<file path="config.mk">
export PLATFORM = sky130hd
export DESIGN_NAME = axi_burst_master
export DESIGN_NICKNAME = d
export VERILOG_FILES = /design/src/rtl/axi_burst_master.sv
export SDC_FILE = /design/constraint.sdc
export NUM_CORES = 1
export LEC_CHECK = 0
export BUFFER_PORTS_ARGS = -buffer_cell sky130_fd_sc_hd__buf_2
export CAP_MARGIN = 15
export CORE_MARGIN = 10
export CORE_UTILIZATION = 55
export CTS_CLUSTER_SIZE = 10
export DETAILED_ROUTE_END_ITERATION = 16
export PLACE_DENSITY = 0.81
export SLEW_MARGIN = 30
export SYNTH_ARGS = -nofsm -noshare
export SYNTH_HDL_FRONTEND = slang
export SYNTH_SLANG_ARGS = --single-unit
</file>
<file path="constraint.sdc">
create_clock -name M_AXI_ACLK -period 4.81 [get_ports M_AXI_ACLK]
set_input_delay 0.481 -clock M_AXI_ACLK [delete_from_list [all_inputs] [get_ports M_AXI_ACLK]]
set_output_delay 0.481 -clock M_AXI_ACLK [all_outputs]
set_load 0.1 [all_outputs]
</file>
<file path="src/rtl/axi_burst_master.sv">
// Single-outstanding AXI4 INCR burst master: writes a seed+beat pattern or reads it back and checks it.
// All AXI and status outputs come from registers; no AXI input reaches an output combinationally.
module axi_burst_master #(
   parameter int DW    = 32,
   parameter int AW    = 8,
   parameter int ID_WD = 2
) (
   input  logic             M_AXI_ACLK,
   input  logic             M_AXI_ARSTN,
   input  logic             cmd_valid,
   output logic             cmd_ready,
   input  logic             cmd_write,
   input  logic [AW-1:0]    cmd_addr,
   input  logic [7:0]       cmd_len,
   input  logic [DW-1:0]    cmd_seed,
   output logic             done,
   output logic             done_err,
   output logic [15:0]      err_cnt,
   output logic             M_AXI_AWVALID,
   input  logic             M_AXI_AWREADY,
   output logic [ID_WD-1:0] M_AXI_AWID,
   output logic [AW-1:0]    M_AXI_AWADDR,
   output logic [7:0]       M_AXI_AWLEN,
   output logic [2:0]       M_AXI_AWSIZE,
   output logic [1:0]       M_AXI_AWBURST,
   output logic             M_AXI_WVALID,
   input  logic             M_AXI_WREADY,
   output logic [DW-1:0]    M_AXI_WDATA,
   output logic [DW/8-1:0]  M_AXI_WSTRB,
   output logic             M_AXI_WLAST,
   input  logic             M_AXI_BVALID,
   output logic             M_AXI_BREADY,
   input  logic [ID_WD-1:0] M_AXI_BID,
   input  logic [1:0]       M_AXI_BRESP,
   output logic             M_AXI_ARVALID,
   input  logic             M_AXI_ARREADY,
   output logic [ID_WD-1:0] M_AXI_ARID,
   output logic [AW-1:0]    M_AXI_ARADDR,
   output logic [7:0]       M_AXI_ARLEN,
   output logic [2:0]       M_AXI_ARSIZE,
   output logic [1:0]       M_AXI_ARBURST,
   input  logic             M_AXI_RVALID,
   output logic             M_AXI_RREADY,
   input  logic [ID_WD-1:0] M_AXI_RID,
   input  logic [DW-1:0]    M_AXI_RDATA,
   input  logic [1:0]       M_AXI_RRESP,
   input  logic             M_AXI_RLAST
);

   localparam logic [2:0]    SIZE       = 3'($clog2(DW/8));
   localparam logic [AW-1:0] ALIGN_MASK = ~AW'(DW/8 - 1);

   typedef enum logic [2:0] {S_IDLE, S_WADDR, S_WDATA, S_WRESP, S_RADDR, S_RDATA} state_t;

   state_t           r_state;
   logic [AW-1:0]    r_addr;
   logic [7:0]       r_len;
   logic [DW-1:0]    r_seed;
   logic [7:0]       r_beat;
   logic             r_err;
   logic [ID_WD-1:0] r_wid;
   logic [ID_WD-1:0] r_rid;
   logic [15:0]      r_err_cnt;
   logic             r_done;
   logic             r_done_err;
   logic             r_cmd_ready;
   logic             r_awvalid;
   logic             r_wvalid;
   logic [DW-1:0]    r_wdata;
   logic             r_wlast;
   logic             r_bready;
   logic             r_arvalid;
   logic             r_rready;

   logic [DW-1:0]    w_exp;
   logic             w_last_beat;
   logic             w_r_bad;
   logic             w_b_bad;
   logic [15:0]      w_err_cnt_inc;

   assign w_exp         = r_seed + DW'(r_beat);
   assign w_last_beat   = (r_beat == r_len);
   assign w_r_bad       = (M_AXI_RDATA != w_exp) || (M_AXI_RRESP != 2'b00) ||
                          (M_AXI_RID != r_rid) || (M_AXI_RLAST != w_last_beat);
   assign w_b_bad       = (M_AXI_BRESP != 2'b00) || (M_AXI_BID != r_wid);
   assign w_err_cnt_inc = (r_err_cnt == 16'hFFFF) ? r_err_cnt : r_err_cnt + 16'd1;

   always_ff @(posedge M_AXI_ACLK or negedge M_AXI_ARSTN) begin
      if (!M_AXI_ARSTN) begin
         r_state     <= S_IDLE;
         r_addr      <= '0;
         r_len       <= '0;
         r_seed      <= '0;
         r_beat      <= '0;
         r_err       <= 1'b0;
         r_wid       <= '0;
         r_rid       <= '0;
         r_err_cnt   <= '0;
         r_done      <= 1'b0;
         r_done_err  <= 1'b0;
         r_cmd_ready <= 1'b1;
         r_awvalid   <= 1'b0;
         r_wvalid    <= 1'b0;
         r_wdata     <= '0;
         r_wlast     <= 1'b0;
         r_bready    <= 1'b0;
         r_arvalid   <= 1'b0;
         r_rready    <= 1'b0;
      end else begin
         r_done     <= 1'b0;
         r_done_err <= 1'b0;
         case (r_state)
            S_IDLE: begin
               if (cmd_valid && r_cmd_ready) begin
                  r_addr      <= cmd_addr & ALIGN_MASK;
                  r_len       <= cmd_len;
                  r_seed      <= cmd_seed;
                  r_beat      <= '0;
                  r_err       <= 1'b0;
                  r_cmd_ready <= 1'b0;
                  if (cmd_write) begin
                     r_awvalid <= 1'b1;
                     r_state   <= S_WADDR;
                  end else begin
                     r_arvalid <= 1'b1;
                     r_state   <= S_RADDR;
                  end
               end
            end
            S_WADDR: begin
               if (M_AXI_AWREADY) begin
                  r_awvalid <= 1'b0;
                  r_wvalid  <= 1'b1;
                  r_wdata   <= r_seed;
                  r_wlast   <= (r_len == 8'd0);
                  r_state   <= S_WDATA;
               end
            end
            S_WDATA: begin
               if (M_AXI_WREADY) begin
                  // Pre-compute the next beat's payload so WDATA/WLAST stay registered.
                  r_beat  <= r_beat + 8'd1;
                  r_wdata <= w_exp + DW'(1);
                  r_wlast <= ((r_beat + 8'd1) == r_len);
                  if (r_wlast) begin
                     r_wvalid <= 1'b0;
                     r_wlast  <= 1'b0;
                     r_bready <= 1'b1;
                     r_state  <= S_WRESP;
                  end
               end
            end
            S_WRESP: begin
               if (M_AXI_BVALID) begin
                  if (w_b_bad) r_err_cnt <= w_err_cnt_inc;
                  r_bready    <= 1'b0;
                  r_done      <= 1'b1;
                  r_done_err  <= r_err | w_b_bad;
                  r_wid       <= r_wid + 1'b1;
                  r_cmd_ready <= 1'b1;
                  r_state     <= S_IDLE;
               end
            end
            S_RADDR: begin
               if (M_AXI_ARREADY) begin
                  r_arvalid <= 1'b0;
                  r_rready  <= 1'b1;
                  r_state   <= S_RDATA;
               end
            end
            S_RDATA: begin
               if (M_AXI_RVALID) begin
                  if (w_r_bad) begin
                     r_err_cnt <= w_err_cnt_inc;
                     r_err     <= 1'b1;
                  end
                  if (r_beat != 8'hFF) r_beat <= r_beat + 8'd1;
                  // A short or long slave burst is tolerated; only RLAST closes it.
                  if (M_AXI_RLAST) begin
                     r_rready    <= 1'b0;
                     r_done      <= 1'b1;
                     r_done_err  <= r_err | w_r_bad;
                     r_rid       <= r_rid + 1'b1;
                     r_cmd_ready <= 1'b1;
                     r_state     <= S_IDLE;
                  end
               end
            end
            default: r_state <= S_IDLE;
         endcase
      end
   end

   assign cmd_ready     = r_cmd_ready;
   assign done          = r_done;
   assign done_err      = r_done_err;
   assign err_cnt       = r_err_cnt;
   assign M_AXI_AWVALID = r_awvalid;
   assign M_AXI_AWID    = r_wid;
   assign M_AXI_AWADDR  = r_addr;
   assign M_AXI_AWLEN   = r_len;
   assign M_AXI_AWSIZE  = SIZE;
   assign M_AXI_AWBURST = 2'b01;
   assign M_AXI_WVALID  = r_wvalid;
   assign M_AXI_WDATA   = r_wdata;
   assign M_AXI_WSTRB   = '1;
   assign M_AXI_WLAST   = r_wlast;
   assign M_AXI_BREADY  = r_bready;
   assign M_AXI_ARVALID = r_arvalid;
   assign M_AXI_ARID    = r_rid;
   assign M_AXI_ARADDR  = r_addr;
   assign M_AXI_ARLEN   = r_len;
   assign M_AXI_ARSIZE  = SIZE;
   assign M_AXI_ARBURST = 2'b01;
   assign M_AXI_RREADY  = r_rready;

endmodule

</file>
# Yosys cells after proc, flatten, opt, wreduce, memory -nomap -nowiden
# Cells that the tools add are included.
# classes
bitwise_logic	2
mux	64
shift	0
mul	0
n_lt_le_gt_ge	0
n_eq_ne	26
div_mod_pow	0
n_reduce_logical	32
addsub	6
# op_table
cell	count
$mux 16	5
$mux 32	2
$pmux 32 s2	1
$add 32x1->32 const B	1
$add 32x8->32	1
$mux 8	4
$ne 32x32->1	1
$pmux 16 s2	1
$mux 1	30
$mux 3	9
$ne 2x2->1 const B	13
$pmux 8 s3	1
$reduce_and 4->1	6
$pmux 1 s2	9
$pmux 3 s6	1
$reduce_bool 2->1	9
$add 16x1->16 const B	1
$eq 16x16->1 const B	1
$eq 8x8->1	2
$reduce_and 5->1	3
$add 8x1->8 const B	1
$logic_not 8->1	1
$ne 8x8->1 const B	1
$reduce_and 8->1	1
14 further kinds	25
# totals
mem_count	0
latch_bits	0
output_inout_bits	107
mem_bits_rw	0
reg_bits	119
romBits	0
inputBits	98
elab_cells	149

# Logic depth before layout (Yosys ltp)
# depth
word_depth	9
depth_mapped	16
mapped_depth_nobuf	13

# Worst setup path before layout
# No wires, ideal clock.
# synth_timing
kind	flip-flop to flip-flop
start	register r_beat[0]
end	register r_err_cnt[6], in the netlist err_cnt[6]
path_stages_with_launch	15
path_slack_ns	1.245
required_time_ns	4.651
path_buffers	1
arrival_time_ns	3.407
setup_time_ns	0.159
synth_period_minus_slack_ns	3.565
cell_sequence	dfrtp_1 > ha_1 > inv_1 > fa_1 > nand2b_2 > a211oi_2 > o21ai_2 > nor3_4 > xnor3_1 > or4_4 > nor4_2 > a21oi_2 > buf_6 > nand3_1 > xnor2_1
# synth_via
elab_chain_cells	7
word_cells_on_any_way	9
classes_between	add/sub: 1; eq/ne: 4; reduce/logical: 4
# synth_rtl
element	line	text
start, declared	59	logic [7:0] r_beat;
start signal, assigned	142	r_beat <= r_beat + 8'd1;
start signal, assigned	177	if (r_beat != 8'hFF) r_beat <= r_beat + 8'd1;
$add 32x8->32	81	assign w_exp = r_seed + DW'(r_beat);
$ne 32x32->1	83	assign w_r_bad = (M_AXI_RDATA != w_exp) || (M_AXI_RRESP != 2'b00) ||
$logic_or 1x1->1 (2 in series)	83	
$logic_or 1x1->1 (*)	84	(M_AXI_RID != r_rid) || (M_AXI_RLAST != w_last_beat);
$ne 2x2->1 (no source line) (*)	--	
$reduce_and 5->1 (no source line) (*)	--	
end signal, assigned	155	if (w_b_bad) r_err_cnt <= w_err_cnt_inc;
end signal, assigned	174	r_err_cnt <= w_err_cnt_inc;
end, declared	63	logic [15:0] r_err_cnt;
# Mark *: on every way between the ends. The rest lies on a longest branch, timed or not.
# A chain may end at the register's enable or synchronous reset.

# Worst setup path in the final report
# layout_timing
start	register r_beat[0]
end	register r_err_cnt[1], in the netlist err_cnt[1]
# The elaborated chain is that of the path after synthesis.

==> impl_metrics.yaml <==
outcome:
  status: "completed"
logic_synthesis:
  synth_fa_ha_area_share_pct: 1.82
  synth.yosys.warnings: 0
  synthCells: 984
  synth.area.mux_share_pct: 5.58
  yosysTopAreaCellShare_pct: 34.1
  ys.flop_type: "dfrtp_1"
  async_flop_share_pct: 100
  synth.most_common_cell: "dfrtp_1"
  synth_compound_area_share_pct: 16.3
  synth_common_cells: "118 x dfrtp_1, 99 x nand2_1, 77 x xnor2_1, 70 x o21ai_0, 58 x nor2_1"
  synth-xor-area-share_pct: 13.1
  synth.avg_cell_area_um2: 8.80
  synth_top_family_by_area: "simple AND/OR/NAND/NOR gates"
  ys_types: 85
  synth_seq_cells: 119
  synth_edf_count: 0
  synth.area.top_cells: "dfrtp_1 34%, xnor2_1 7.8%, mux2_2 5.5%"
  synthSimpleGateAreaFrac_pct: 22.1
  yosysTopAreaCell: "dfrtp_1"
  yosysSeqAreaShare_pct: 34.4
  netlist_area_um2: 8660
clocking:
  post_cts_resize_count: 0
  cts_tree: "yes"
  hold_buffers: 1
  cts_setup_buffers: 0
  worstSkewPairLatency_ns: 0.43
  cts_buffer_depth: 2
  numCtsBuffers: 17
  clk_pin_slew_ns: 0.06
  h-tree-depth: 4
  clockRootBuffer: "clkbuf_16"
  clock-sinks: 119
sta:
  drv_slew: 0
  rsz0062_at_grt: "no"
  setup_viol: 0
  period_share_pct: 91.9
  fin_ws_ns: 0.387
  tightest_slew_ns: 0.907
  finalSetupTns_ns: 0
  max_slew_margin_pct: 39.5
  skew_ns: 0.00787
  fmaxAchievable_ghz: 0.226
  period_needed_ns: 4.42
  finalHoldViolCount: 0
critical_path:
  ff2ff_path_depth: 12
  r2r_start: "r_beat[0]"
  worstPathMaxFanout: 17
  arrival_ns: 4.73
  ff2ff_setup_slack_ns: 0.39
  critPathKind: "reg2reg"
  r2r_end: "err_cnt[1]"
  endpoint_kind: "register"
  worstSetupStartpointType: "register"
  required_ns: 5.12
die:
  row_count: 45
  io_pins: 205
  core_area_um2: 15300
  chipHeight_um: 145
  fp.dieArea_um2: 21200
  die_x_um: 145
  start_util_pct: 56.5
flow_run:
  maxCapViolCount: 0
routing:
  final_antenna_net_count: 0
  wl_um: 25300
  vias_per_cell: 5.78
  detail_route.wl_per_cell_um: 18.6
  vias: 7855
  drt_first_pass_iters: 6
  drc_errors: 0
  drt_iter0_drc: 697
grt:
  grtUsageMet2_pct: 38.3
  met3_usage_pct: 5.84
  grt_pass1_wl_um: 40700
  grt_use_total_pct: 23.3
  antenna_found_initial: 4
  grt_overflow: 0
  grtUsageMet1_pct: 28.4
  grt_max_degree: 54
  grt_pass1_vias: 7849
  busiest_layer: "met2"
layout:
  multi_input_area_um2: 5170
  nets: 1241
  fill_cells: 1331
  stdcell_area_um2: 10100
  fin_util_pct: 66.2
  drive_above_1_share_pct: 26.6
  seqCellArea_um2: 2980
  area.growth.synth_to_final_pct: 17.1
placement:
  numPortBuffers: 184
  dpl.hpwl_um: 19300
  post_dp_cell_area_um2: 9520
  gp_congestion: 0.937
  post-place-ws_ns: 0.498
min_path:
  whs_endpoint: "r_seed[24]"
  hp-start: "cmd_seed[24]"
  whs_path_depth: 3
  hp-class: "in2reg"
power_and_ir_drop:
  vdd_drop_max_mv: 0.722
  power_leakage_nw: 4.43
  p_per_area_nw_per_um2: 811
layer usage:
layer	up-vias	wire, um
met4	0	712
li1	3791	-
met2	278	12300
met5	-	0
met1	3737	10500
met3	49	1760
stage by stage:
step / power, mW / std cells / hold slack, ns
finish: 8.22 / 1360 / 0.270
global route: 8.64 / 1358 / 0.276
CTS: 8.23 / 1355 / 0.261
detailed placement: 6.92 / 1322 / 0.364
global placement: 6.84 / 1322 / 0.361
floorplan: 6.09 / 1000 / 0.185
report_power, final:
part           internal, mW  leakage (nW)  switching, mW
clock                 0.793         0.286          0.489
sequential             1.41          1.49          0.596
combinational          1.22          2.66           3.71
area by class of cell:
class / instances / area share, %
multi-input combinational: 772 / 51.0
sequential: 119 / 29.4
timing repair buffer: 197 / 10.1
clock buffer: 19 / 4.47
tap: 211 / 2.60
clock inverter: 13 / 1.43
inverter: 24 / 0.888
antenna: 5 / 0.123
layout by cell type, fill, tap and decap left out, types with 40 or more instances in the layout:
master	count
buf_2	183
nand3_1	40
o21ai_0	70
nand2_1	99
dfrtp_1	118
a21oi_1	52
xor2_1	40
xnor2_1	77
nor2_1	58
mux2_2	42
sequential cells by signal, indices dropped and copies added (netlist names), 2 cells and up:
| signal | cells |
|---|---|
| M_AXI_ARADDR | 6 |
| M_AXI_ARID | 2 |
| M_AXI_ARLEN | 8 |
| M_AXI_AWID | 2 |
| M_AXI_WDATA | 32 |
| err_cnt | 16 |
| r_beat | 8 |
| r_seed | 32 |
| r_state | 3 |
how the worst max path moves through the flow:
| stage | startpoint | cells past startpoint | end | slack, ns |
|---|---|---|---|---|
| 2_1_floorplan | r_beat[0] | 14 | err_cnt[6] | 1.24 |
| 3_3_place_gp | r_beat[0] | 12 | err_cnt[1] | 0.56 |
| 3_5_place_dp | r_beat[0] | 12 | err_cnt[1] | 0.50 |
| 4_1_cts | r_beat[0] | 12 | err_cnt[1] | 0.46 |
| 5_1_grt | r_beat[0] | 12 | err_cnt[1] | 0.19 |
| 6_report | r_beat[0] | 12 | err_cnt[1] | 0.39 |
worst max-delay path, cell delays in order, from the launching register on:
cell	delay, ns
dfrtp_1	0.48
ha_1	0.24
inv_1	0.06
fa_1	0.41
nand2b_2	0.24
a211oi_2	0.42
o21ai_2	0.36
nor4_4	0.39
xor2_2	0.27
xor2_1	0.27
nor4_2	0.09
a21oi_2	0.66
mux2_2	0.42
cell families (layout without fill, tap and decap cells):
kind of cell,after synthesis,after routing
flip-flops,119,119
other,2,23
adder cells (fa/ha/maj),12,12
AO/OA/AOI/OAI,220,220
XOR/XNOR,122,122
multiplexers,43,43
AND/OR/NAND/NOR,357,357
buffers and inverters,109,253
Power figures use the tool's default switching activity.
